## src/rtl/core_ctrl_pkg.sv

```systemverilog
// ============================================================================
// Module      : core_ctrl_pkg
// Description : Shared types and constants for the queued core controller:
//               FSM state encoding, data-condition bit positions and the
//               instruction field layout [FPU_OP | ROUND_MODE].
// Options     : none (CORE_CTRL_WATCHDOG_EN is consumed by core_ctrl_queued)
// Revision    : 1.0 - initial release
// ============================================================================
`default_nettype none

package core_ctrl_pkg;

  // Controller sequencing states
  typedef enum logic [2:0] {
    ST_IDLE    = 3'd0,
    ST_LOAD    = 3'd1,
    ST_WAIT_MC = 3'd2,
    ST_START   = 3'd3,
    ST_PROC    = 3'd4,
    ST_ERR     = 3'd5
  } ctrl_state_t;

  // Bit positions inside ctrl_data_contition
  localparam int COND_HAS_DATA     = 3;
  localparam int COND_VALID_DATA   = 2;
  localparam int COND_HAS_DATA_R   = 1;
  localparam int COND_VALID_DATA_R = 0;

  // Instruction layout: ROUND_MODE occupies the LSBs, FPU_OP the rest
  localparam int ROUND_MODE_W   = 1;
  localparam int ROUND_MODE_LSB = 0;
  localparam int FPU_OP_LSB     = ROUND_MODE_W;

endpackage : core_ctrl_pkg

`default_nettype wire

```

## src/rtl/ctrl_inst_fifo.sv

```systemverilog
// ============================================================================
// Module      : ctrl_inst_fifo
// Description : Instruction queue, DEPTH x WIDTH, first-word-fall-through.
//               A push is accepted while full if a pop happens in the same
//               cycle, leaving the occupancy unchanged.
// Ports       : i_clk, i_rst_n (async, active-low), i_push/i_data,
//               i_pop, o_data (head entry), o_full, o_empty
// Revision    : 1.0 - initial release
// ============================================================================
`default_nettype none

module ctrl_inst_fifo #(
  parameter int DEPTH = 4,
  parameter int WIDTH = 3
) (
  input  logic             i_clk,
  input  logic             i_rst_n,
  input  logic             i_push,
  input  logic [WIDTH-1:0] i_data,
  input  logic             i_pop,
  output logic [WIDTH-1:0] o_data,
  output logic             o_full,
  output logic             o_empty
);

  localparam int                 c_PTR_W    = (DEPTH > 1) ? $clog2(DEPTH) : 1;
  localparam logic [c_PTR_W:0]   c_FULL_CNT = (c_PTR_W + 1)'(DEPTH);

  logic [WIDTH-1:0]   r_mem [DEPTH];
  logic [c_PTR_W-1:0] r_wr_ptr;
  logic [c_PTR_W-1:0] r_rd_ptr;
  logic [c_PTR_W:0]   r_count;
  logic               w_do_push;
  logic               w_do_pop;

  assign o_empty   = (r_count == '0);
  assign o_full    = (r_count == c_FULL_CNT);
  assign o_data    = r_mem[r_rd_ptr];
  assign w_do_pop  = i_pop && !o_empty;
  // The slot freed by a same-cycle pop may be reused immediately
  assign w_do_push = i_push && (!o_full || w_do_pop);

  always_ff @(posedge i_clk) begin
    if (w_do_push) begin
      r_mem[r_wr_ptr] <= i_data;
    end
  end

  // DEPTH is a power of two, so pointers wrap naturally
  always_ff @(posedge i_clk or negedge i_rst_n) begin
    if (!i_rst_n) begin
      r_wr_ptr <= '0;
      r_rd_ptr <= '0;
      r_count  <= '0;
    end else begin
      if (w_do_push) begin
        r_wr_ptr <= r_wr_ptr + c_PTR_W'(1);
      end
      if (w_do_pop) begin
        r_rd_ptr <= r_rd_ptr + c_PTR_W'(1);
      end
      case ({w_do_push, w_do_pop})
        2'b10:   r_count <= r_count + (c_PTR_W + 1)'(1);
        2'b01:   r_count <= r_count - (c_PTR_W + 1)'(1);
        default: r_count <= r_count;
      endcase
    end
  end

endmodule : ctrl_inst_fifo

`default_nettype wire

```

## src/rtl/core_ctrl_queued.sv

```systemverilog
// ============================================================================
// Module      : core_ctrl_queued
// Description : Queued FPU core controller. Instructions are buffered in a
//               small queue; one at a time is popped, its operand beats are
//               written to the memory controller, and after the memory
//               commit the processing unit is started and awaited.
// Options     : CORE_CTRL_WATCHDOG_EN - adds a TMO_W-bit watchdog in WAIT_MC
//               and PROC that aborts to ERR when it saturates.
// Ports       : ctrl_clk, ctrl_reset (async, active-low)
//               ctrl_instruction/ctrl_valid_inst/ctrl_inst_ready : queue in
//               ctrl_valid_data/ctrl_last_data/ctrl_data_ready   : operands
//               ctrl_busy, ctrl_err, ctrl_data_contition         : status
//               mc_we/mc_data_address_out/mc_data_length         : to memory
//               mc_data_done, mc_err                             : from memory
//               procc_instruction/procc_start, procc_done        : FPU side
// Revision    : 1.0 - initial release
// ============================================================================
`default_nettype none

module core_ctrl_queued
  import core_ctrl_pkg::*;
#(
  parameter int INST_W = 3,
  parameter int ADDR_W = 6,
  parameter int QDEPTH = 4,
  parameter int TMO_W  = 8
) (
  input  logic              ctrl_clk,
  input  logic              ctrl_reset,
  input  logic [INST_W-1:0] ctrl_instruction,
  input  logic              ctrl_valid_inst,
  output logic              ctrl_inst_ready,
  input  logic              ctrl_valid_data,
  input  logic              ctrl_last_data,
  output logic              ctrl_data_ready,
  output logic              ctrl_busy,
  output logic              ctrl_err,
  output logic [3:0]        ctrl_data_contition,
  output logic              mc_we,
  output logic [ADDR_W-1:0] mc_data_address_out,
  output logic [ADDR_W:0]   mc_data_length,
  input  logic              mc_data_done,
  input  logic              mc_err,
  output logic [INST_W-1:0] procc_instruction,
  output logic              procc_start,
  input  logic              procc_done
);

  ctrl_state_t       r_state;
  ctrl_state_t       w_next;

  logic [INST_W-1:0] w_fifo_dout;
  logic              w_fifo_full;
  logic              w_fifo_empty;
  logic              w_push;
  logic              w_pop;

  logic [ADDR_W-1:0] r_addr;
  logic [ADDR_W:0]   r_len;
  logic [INST_W-1:0] r_procc_inst;
  logic              r_mc_done;
  logic              r_has_data;
  logic              r_valid_data;
  logic              r_has_data_r;
  logic              r_valid_data_r;

  logic              w_beat;
  logic              w_at_max;
  logic              w_tmo_hit;

  // --------------------------------------------------------------------------
  // Instruction queue
  // --------------------------------------------------------------------------
  assign w_pop           = (r_state == ST_IDLE) && !w_fifo_empty;
  // A full queue still accepts in the cycle IDLE pops its head
  assign ctrl_inst_ready = !w_fifo_full || w_pop;
  assign w_push          = ctrl_valid_inst && ctrl_inst_ready;

  ctrl_inst_fifo #(
    .DEPTH (QDEPTH),
    .WIDTH (INST_W)
  ) u_inst_fifo (
    .i_clk   (ctrl_clk),
    .i_rst_n (ctrl_reset),
    .i_push  (w_push),
    .i_data  (ctrl_instruction),
    .i_pop   (w_pop),
    .o_data  (w_fifo_dout),
    .o_full  (w_fifo_full),
    .o_empty (w_fifo_empty)
  );

  assign w_beat   = (r_state == ST_LOAD) && ctrl_valid_data;
  assign w_at_max = (r_addr == '1);

  // --------------------------------------------------------------------------
  // Optional watchdog
  // --------------------------------------------------------------------------
`ifdef CORE_CTRL_WATCHDOG_EN
  logic [TMO_W-1:0] r_tmo;
  logic             w_tmo_state;
  logic             err_cause;   // 0 = memory/overflow, 1 = timeout

  assign w_tmo_state = (r_state == ST_WAIT_MC) || (r_state == ST_PROC);
  assign w_tmo_hit   = w_tmo_state && (&r_tmo);

  always_ff @(posedge ctrl_clk or negedge ctrl_reset) begin
    if (!ctrl_reset) begin
      r_tmo     <= '0;
      err_cause <= 1'b0;
    end else begin
      // Restart on every state change so each guarded state gets a full budget
      if (!w_tmo_state || (w_next != r_state)) begin
        r_tmo <= '0;
      end else if (!(&r_tmo)) begin
        r_tmo <= r_tmo + TMO_W'(1);
      end
      if ((w_next == ST_ERR) && (r_state != ST_ERR)) begin
        err_cause <= w_tmo_hit && !mc_err;
      end
    end
  end
`else
  logic [TMO_W-1:0] w_tmo_unused;
  assign w_tmo_unused = '0;
  assign w_tmo_hit    = 1'b0;
`endif

  // --------------------------------------------------------------------------
  // FSM
  // --------------------------------------------------------------------------
  always_ff @(posedge ctrl_clk or negedge ctrl_reset) begin
    if (!ctrl_reset) begin
      r_state <= ST_IDLE;
    end else begin
      r_state <= w_next;
    end
  end

  always_comb begin
    w_next = r_state;
    case (r_state)
      ST_IDLE: begin
        if (!w_fifo_empty) begin
          w_next = ST_LOAD;
        end
      end
      ST_LOAD: begin
        if (mc_err) begin
          w_next = ST_ERR;
        end else if (w_beat && ctrl_last_data) begin
          w_next = ST_WAIT_MC;
        end else if (w_beat && w_at_max) begin
          // Buffer exhausted without a final beat: abort, never wrap
          w_next = ST_ERR;
        end
      end
      ST_WAIT_MC: begin
        // An error in the same cycle as the commit takes priority
        if (mc_err || w_tmo_hit) begin
          w_next = ST_ERR;
        end else if (r_mc_done) begin
          w_next = ST_START;
        end
      end
      ST_START: begin
        w_next = ST_PROC;
      end
      ST_PROC: begin
        if (procc_done) begin
          w_next = ST_IDLE;
        end else if (w_tmo_hit) begin
          w_next = ST_ERR;
        end
      end
      ST_ERR: begin
        w_next = ST_IDLE;
      end
      default: begin
        w_next = ST_IDLE;
      end
    endcase
  end

  // --------------------------------------------------------------------------
  // Datapath and condition tracking
  // --------------------------------------------------------------------------
  always_ff @(posedge ctrl_clk or negedge ctrl_reset) begin
    if (!ctrl_reset) begin
      r_addr         <= '0;
      r_len          <= '0;
      r_procc_inst   <= '0;
      r_mc_done      <= 1'b0;
      r_has_data     <= 1'b0;
      r_valid_data   <= 1'b0;
      r_has_data_r   <= 1'b0;
      r_valid_data_r <= 1'b0;
    end else begin
      if (r_state == ST_IDLE) begin
        r_addr <= '0;
      end else if (w_beat && !w_at_max) begin
        r_addr <= r_addr + ADDR_W'(1);
      end

      // Length stays visible after the instruction until the next pop
      if (w_pop) begin
        r_len        <= '0;
        r_procc_inst <= w_fifo_dout;
      end else if (w_beat) begin
        r_len <= r_len + (ADDR_W + 1)'(1);
      end

      // The commit is held for one cycle before START so the memory side
      // has settled; an mc_err in the done cycle suppresses it
      r_mc_done <= (r_state == ST_WAIT_MC) && (w_next == ST_WAIT_MC) && mc_data_done;

      if (w_beat) begin
        r_has_data <= 1'b1;
      end
      if ((r_state == ST_LOAD) && (w_next == ST_WAIT_MC)) begin
        r_valid_data <= 1'b1;
      end
      if (r_state == ST_START) begin
        r_has_data_r   <= 1'b1;
        r_valid_data_r <= 1'b1;
      end
      // Validity belongs to one instruction; history bits persist
      if (w_next == ST_IDLE) begin
        r_valid_data   <= 1'b0;
        r_valid_data_r <= 1'b0;
      end
    end
  end

  // --------------------------------------------------------------------------
  // Outputs
  // --------------------------------------------------------------------------
  assign ctrl_data_ready     = (r_state == ST_LOAD);
  assign ctrl_busy           = (r_state != ST_IDLE) || !w_fifo_empty;
  assign ctrl_err            = (r_state == ST_ERR);
  assign mc_we               = w_beat;
  assign mc_data_address_out = r_addr;
  assign mc_data_length      = r_len;
  assign procc_instruction   = r_procc_inst;
  assign procc_start         = (r_state == ST_START);

  always_comb begin
    ctrl_data_contition                    = '0;
    ctrl_data_contition[COND_HAS_DATA]     = r_has_data;
    ctrl_data_contition[COND_VALID_DATA]   = r_valid_data;
    ctrl_data_contition[COND_HAS_DATA_R]   = r_has_data_r;
    ctrl_data_contition[COND_VALID_DATA_R] = r_valid_data_r;
  end

endmodule : core_ctrl_queued

`default_nettype wire
```

## config.mk

```make
export PLATFORM = sky130hd
export DESIGN_NAME = core_ctrl_queued
export DESIGN_NICKNAME = d
export VERILOG_FILES = /design/src/rtl/core_ctrl_pkg.sv /design/src/rtl/ctrl_inst_fifo.sv /design/src/rtl/core_ctrl_queued.sv
export SDC_FILE = /design/constraint.sdc
export NUM_CORES = 1
export LEC_CHECK = 0
export ABC_AREA = 1
export CORE_UTILIZATION = 50
export CTS_BUF_LIST = sky130_fd_sc_hd__clkbuf_8
export DETAILED_ROUTE_END_ITERATION = 8
export PLACE_DENSITY = 0.78
export SETUP_SLACK_MARGIN = 0.3
export SYNTH_ARGS = -nofsm -noshare
export SYNTH_HDL_FRONTEND = slang
export SYNTH_SLANG_ARGS = --single-unit
```

## constraint.sdc

```tcl
create_clock -name ctrl_clk -period 2.3 [get_ports ctrl_clk]
set_input_delay 0.46 -clock ctrl_clk [delete_from_list [all_inputs] [get_ports ctrl_clk]]
set_output_delay 0.46 -clock ctrl_clk [all_outputs]
set_load 0.1 [all_outputs]
```

==> flow_summary.rst <==
.. list-table::
   :header-rows: 1

   * - Metric
     - Value
   * - Outcome
     - finished, final reports clean
   * - Sequential cell area in the final layout
     - between 1000 and 1500 µm²
   * - Xor-xnor portion of the synthesized cell area
     - under 10%
   * - Post-Synth Adder-Cell Area
     - about 5.0%
   * - Worst Clk Skew
     - 5.77 ps
   * - Maximum clock path buffer count
     - 2
   * - Die area
     - 4550 µm²
   * - Number of nets with antenna violations after detailed routing
     - 0
   * - Minimum setup slack after placement
     - 121 ps
   * - Gate Count Post-Synth
     - ~230
   * - Via density per instance
     - ~4.9
   * - Number of synthesized flops with an enable pin
     - 12
   * - Final routed DRC violation total
     - 0
   * - Combinational share of power
     - 57.8%
   * - Period utilization
     - 84.7%
   * - Number of port buffers
     - 36
   * - Fill cells
     - 304
   * - Pins Over Slew Limit
     - 0
   * - Total of flip-flops plus latches after synthesis
     - 43
   * - Power consumption
     - 4.10 mW
   * - Minimum period implied by the final worst setup slack
     - 1950 ps
   * - First-pass GRT wire length
     - 6.51 mm
   * - Netlist Area Pre-Place
     - 2140 µm²
   * - Most frequent cells in the layout
     - sky130_fd_sc_hd__nor2_1 (40), sky130_fd_sc_hd__buf_4 (34), sky130_fd_sc_hd__dfrtp_1 (29), sky130_fd_sc_hd__nand2_1 (28), sky130_fd_sc_hd__inv_1 (25)
   * - Sink Count
     - 43
   * - Number of H-tree levels
     - 2
   * - Static Leak
     - 1.27 nW
   * - Critical path fanouts, max
     - 9
   * - Simple-gate area share of the yosys netlist
     - 23.4%
   * - Standard cell core area
     - 4060 µm²
   * - Number of distinct library cells after synthesis
     - 35
   * - DR pass1 iterations
     - 4
   * - Number of standard cells in the final layout excluding fillers
     - approximately 330
   * - Share of the synthesized area in compound gates (AO/OA/AOI/OAI)
     - 7.18%
   * - Number of rows in the core area
     - 23
   * - Data arrival time of the worst path
     - approximately 1500 ps
   * - Transition time of the tightest slew-check pin
     - 402 ps
   * - Rel. slew slack
     - 73.0%
   * - Most frequently used flop master after synthesis
     - sky130_fd_sc_hd__dfrtp_1
   * - CTS clk-pin slew, worst paths
     - roughly 80 ps
   * - Total wire length
     - 4.02 mm
   * - Dominant combinational cell family by area after synthesis
     - simple AND/OR/NAND/NOR gates
   * - Proportion of layout cells with a drive suffix above 1
     - 27.1%
   * - Final count of hold timing violations
     - 0
   * - All-Layer GR Usage
     - 19.9%
   * - Peak Freq
     - 0.513 GHz
   * - Per-instance average area after synthesis
     - 9.48 µm²
   * - Count of synthesis-stage warnings from yosys
     - 0
   * - Net count reported at finish
     - just under 300
   * - Internal power summed over all cells
     - 2.07 mW
   * - Area Overhead vs Synth
     - 28.8%
   * - # diodes
     - 0
   * - Unrepaired setup endpoints after global routing
     - no
   * - Number of global-route vias before repair
     - 1,505
   * - Effective utilization at floorplan
     - between 50% and 60%
   * - Cells after DPL
     - 308
   * - Class of the tightest hold or removal check
     - reg -> reg
   * - DP Area
     - 2550 µm²
   * - GPL Wtd Cong
     - just over 0.8
   * - Proportion of synthesized chip area in sequential cells
     - 53.0%
   * - Iter 0 DRT Violations
     - 68
   * - Kind of critical path
     - in -> out
   * - Final setup violating endpoints
     - 0
   * - Power density cells
     - approximately 1500 nW/µm²
   * - Power dissipated by switching net loads
     - 2.03 mW
   * - IR Drop Worst-Case VDD
     - between 0.8 and 0.9 mV
   * - Final routed wire length divided by cell count
     - 12.3 µm
   * - Total area of multi-input combinational cells
     - 865 µm²
   * - Clock tree from TritonCTS
     - built
   * - Vertical die dimension
     - 67.5 µm
   * - Required time reported for the critical path endpoint
     - 1840 ps
   * - Portion of total power attributed to sequential cells
     - ~28%
   * - Total number of vias
     - 1,594
   * - Number of buffers added by the clock tree synthesis step
     - 5
   * - Clock latency on the worst-skew pair
     - 300 ps
   * - Leading cell type in the layout, fill and taps excluded
     - sky130_fd_sc_hd__nor2_1
   * - Fraction of power spent switching nets
     - 49.5%
   * - I/O Pins
     - 37
   * - Worst-case setup margin in the final layout
     - 351 ps
   * - Multiplexer share of the synthesized area
     - 0%
   * - Share of power burned in the clock network
     - 13.9%
   * - HPWL after detailed placement
     - 2.96 mm
   * - Die X-Extent
     - approximately 67 µm
   * - Remaining global-route overflow
     - 0
   * - Kind of start point of the critical path
     - input port
   * - CP Capture Type
     - output port
   * - Antenna violations before repair
     - 0
   * - Clock Root Buffer
     - sky130_fd_sc_hd__clkbuf_8
   * - Fraction of registers with async set/reset
     - 72.1%
   * - Finished Cell Area
     - around 2800 µm²
   * - Pin count of the biggest net entering global routing
     - 32
   * - Max-cap viol count
     - 0
   * - Syn Nets
     - 245
## critical path: stages
cell and delay (ps):
sky130_fd_sc_hd__clkdlybuf4s50_1 470, sky130_fd_sc_hd__inv_1 110, sky130_fd_sc_hd__nor2_8 240, sky130_fd_sc_hd__buf_12 210
## power groups by stage
stage	registers, mW	clock network, mW	logic (mW)
after floorplan	1.49	0	1.39
final	1.16	0.571	2.37
after global routing	1.19	0.618	2.56
after CTS	1.15	0.585	2.23
after global placement	1.17	0	2.13
after detailed placement	1.18	0	2.18
## state kept, by name (all words and copies together) (netlist names)
signal,cells
r_mc_done,1
mc_data_length,7
mc_data_address_out,6
r_valid_data,1
u_inst_fifo.r_wr_ptr,2
u_inst_fifo.r_count,3
procc_instruction,3
r_valid_data_r,1
u_inst_fifo.r_rd_ptr,2
r_has_data_r,1
u_inst_fifo.r_mem,12
r_state,3
r_has_data,1
## timing repair
| action | in CTS | in global routing |
|---|---|---|
| resized for setup | 1 | 4 |
| setup buffers | 4 | 7 |
| hold buffers | 0 | 0 |
| endpoints found under the hold margin | 0 | 0 |
| setup endpoints to repair | 2 | 2 |
| pin swaps | 2 | 6 |
## routing by layer
layer  global-route usage (%)  routed length (µm)  up-vias
li1                         -                   -      829
met1                     25.1                1830      733
met2                     31.1                1970       25
met3                     6.42                 159        7
met4                     8.51                  62        0
met5                        0                   0        -
## synth_stat cells (2+ instances only)
cell type	n	share of area [%]
sky130_fd_sc_hd__nor3_1	4	0.93
sky130_fd_sc_hd__nand2_2	3	0.88
sky130_fd_sc_hd__nor3_2	2	0.93
sky130_fd_sc_hd__edfxtp_1	12	17
sky130_fd_sc_hd__buf_4	4	1.4
sky130_fd_sc_hd__a21oi_1	7	1.6
sky130_fd_sc_hd__a31oi_1	4	1.2
sky130_fd_sc_hd__inv_2	3	0.53
sky130_fd_sc_hd__or2_2	2	0.58
sky130_fd_sc_hd__nor2_1	40	7.0
sky130_fd_sc_hd__xor2_1	4	1.6
sky130_fd_sc_hd__xnor2_1	2	0.82
sky130_fd_sc_hd__nand3b_1	2	0.70
sky130_fd_sc_hd__ha_1	7	4.1
sky130_fd_sc_hd__nand4_1	4	1.2
sky130_fd_sc_hd__dfrtp_1	31	36
sky130_fd_sc_hd__nand2_1	28	4.9
sky130_fd_sc_hd__inv_1	26	4.6
sky130_fd_sc_hd__inv_4	2	0.58
sky130_fd_sc_hd__o21ai_0	13	3.0
sky130_fd_sc_hd__nand3_1	10	2.3
sky130_fd_sc_hd__nor2_2	3	0.88
## per-stage QoR
stage | TNS (ps) | hold slack (ps) | util [%]
6_report | 0 | 484 | 68.1
5_1_grt | 0 | 510 | 68.1
4_1_cts | 0 | 483 | 66.4
3_5_place_dp | 0 | 465 | 62.9
3_3_place_gp | 0 | 455 | 62.9
2_1_floorplan | -4760 | 164 | -
## logic make-up (layout without fill, tap and decap cells)
| family | Yosys count | after routing |
|---|---|---|
| AND/OR/NAND/NOR | 103 | 103 |
| flip-flops | 43 | 43 |
| buffers and inverters | 38 | 89 |
| AO/OA/AOI/OAI | 27 | 27 |
| adder cells (fa/ha/maj) | 8 | 8 |
| XOR/XNOR | 7 | 7 |
## worst paths after layout
path / from / to / slack (ps) / depth (start not counted)
min: r_has_data$_DFFE_PN0P_ / r_has_data$_DFFE_PN0P_ / 480 / 1
max: ctrl_valid_data / mc_we / 350 / 4
min reg2reg: r_has_data$_DFFE_PN0P_ / r_has_data$_DFFE_PN0P_ / 480 / 1
min in group asynchronous: ctrl_reset / mc_data_address_out[3]$_DFFE_PN0P_ / 550 / 2
max reg2reg: r_state[1]$_DFF_PN0_ / u_inst_fifo.r_count[2]$_DFFE_PN0P_ / 410 / 9
max in group asynchronous: ctrl_reset / mc_data_address_out[0]$_DFFE_PN0P_ / 1450 / 2
## area by class of cell
cell class / instances / area share (%)
clock buffer: 5 / 2.49
clock inverter: 3 / 1.40
inverter: 32 / 4.80
multi-input combinational: 145 / 31.3
sequential: 43 / 41.2
tap: 50 / 2.27
timing repair buffer: 49 / 16.5
(Power assumes the default switching activity.)
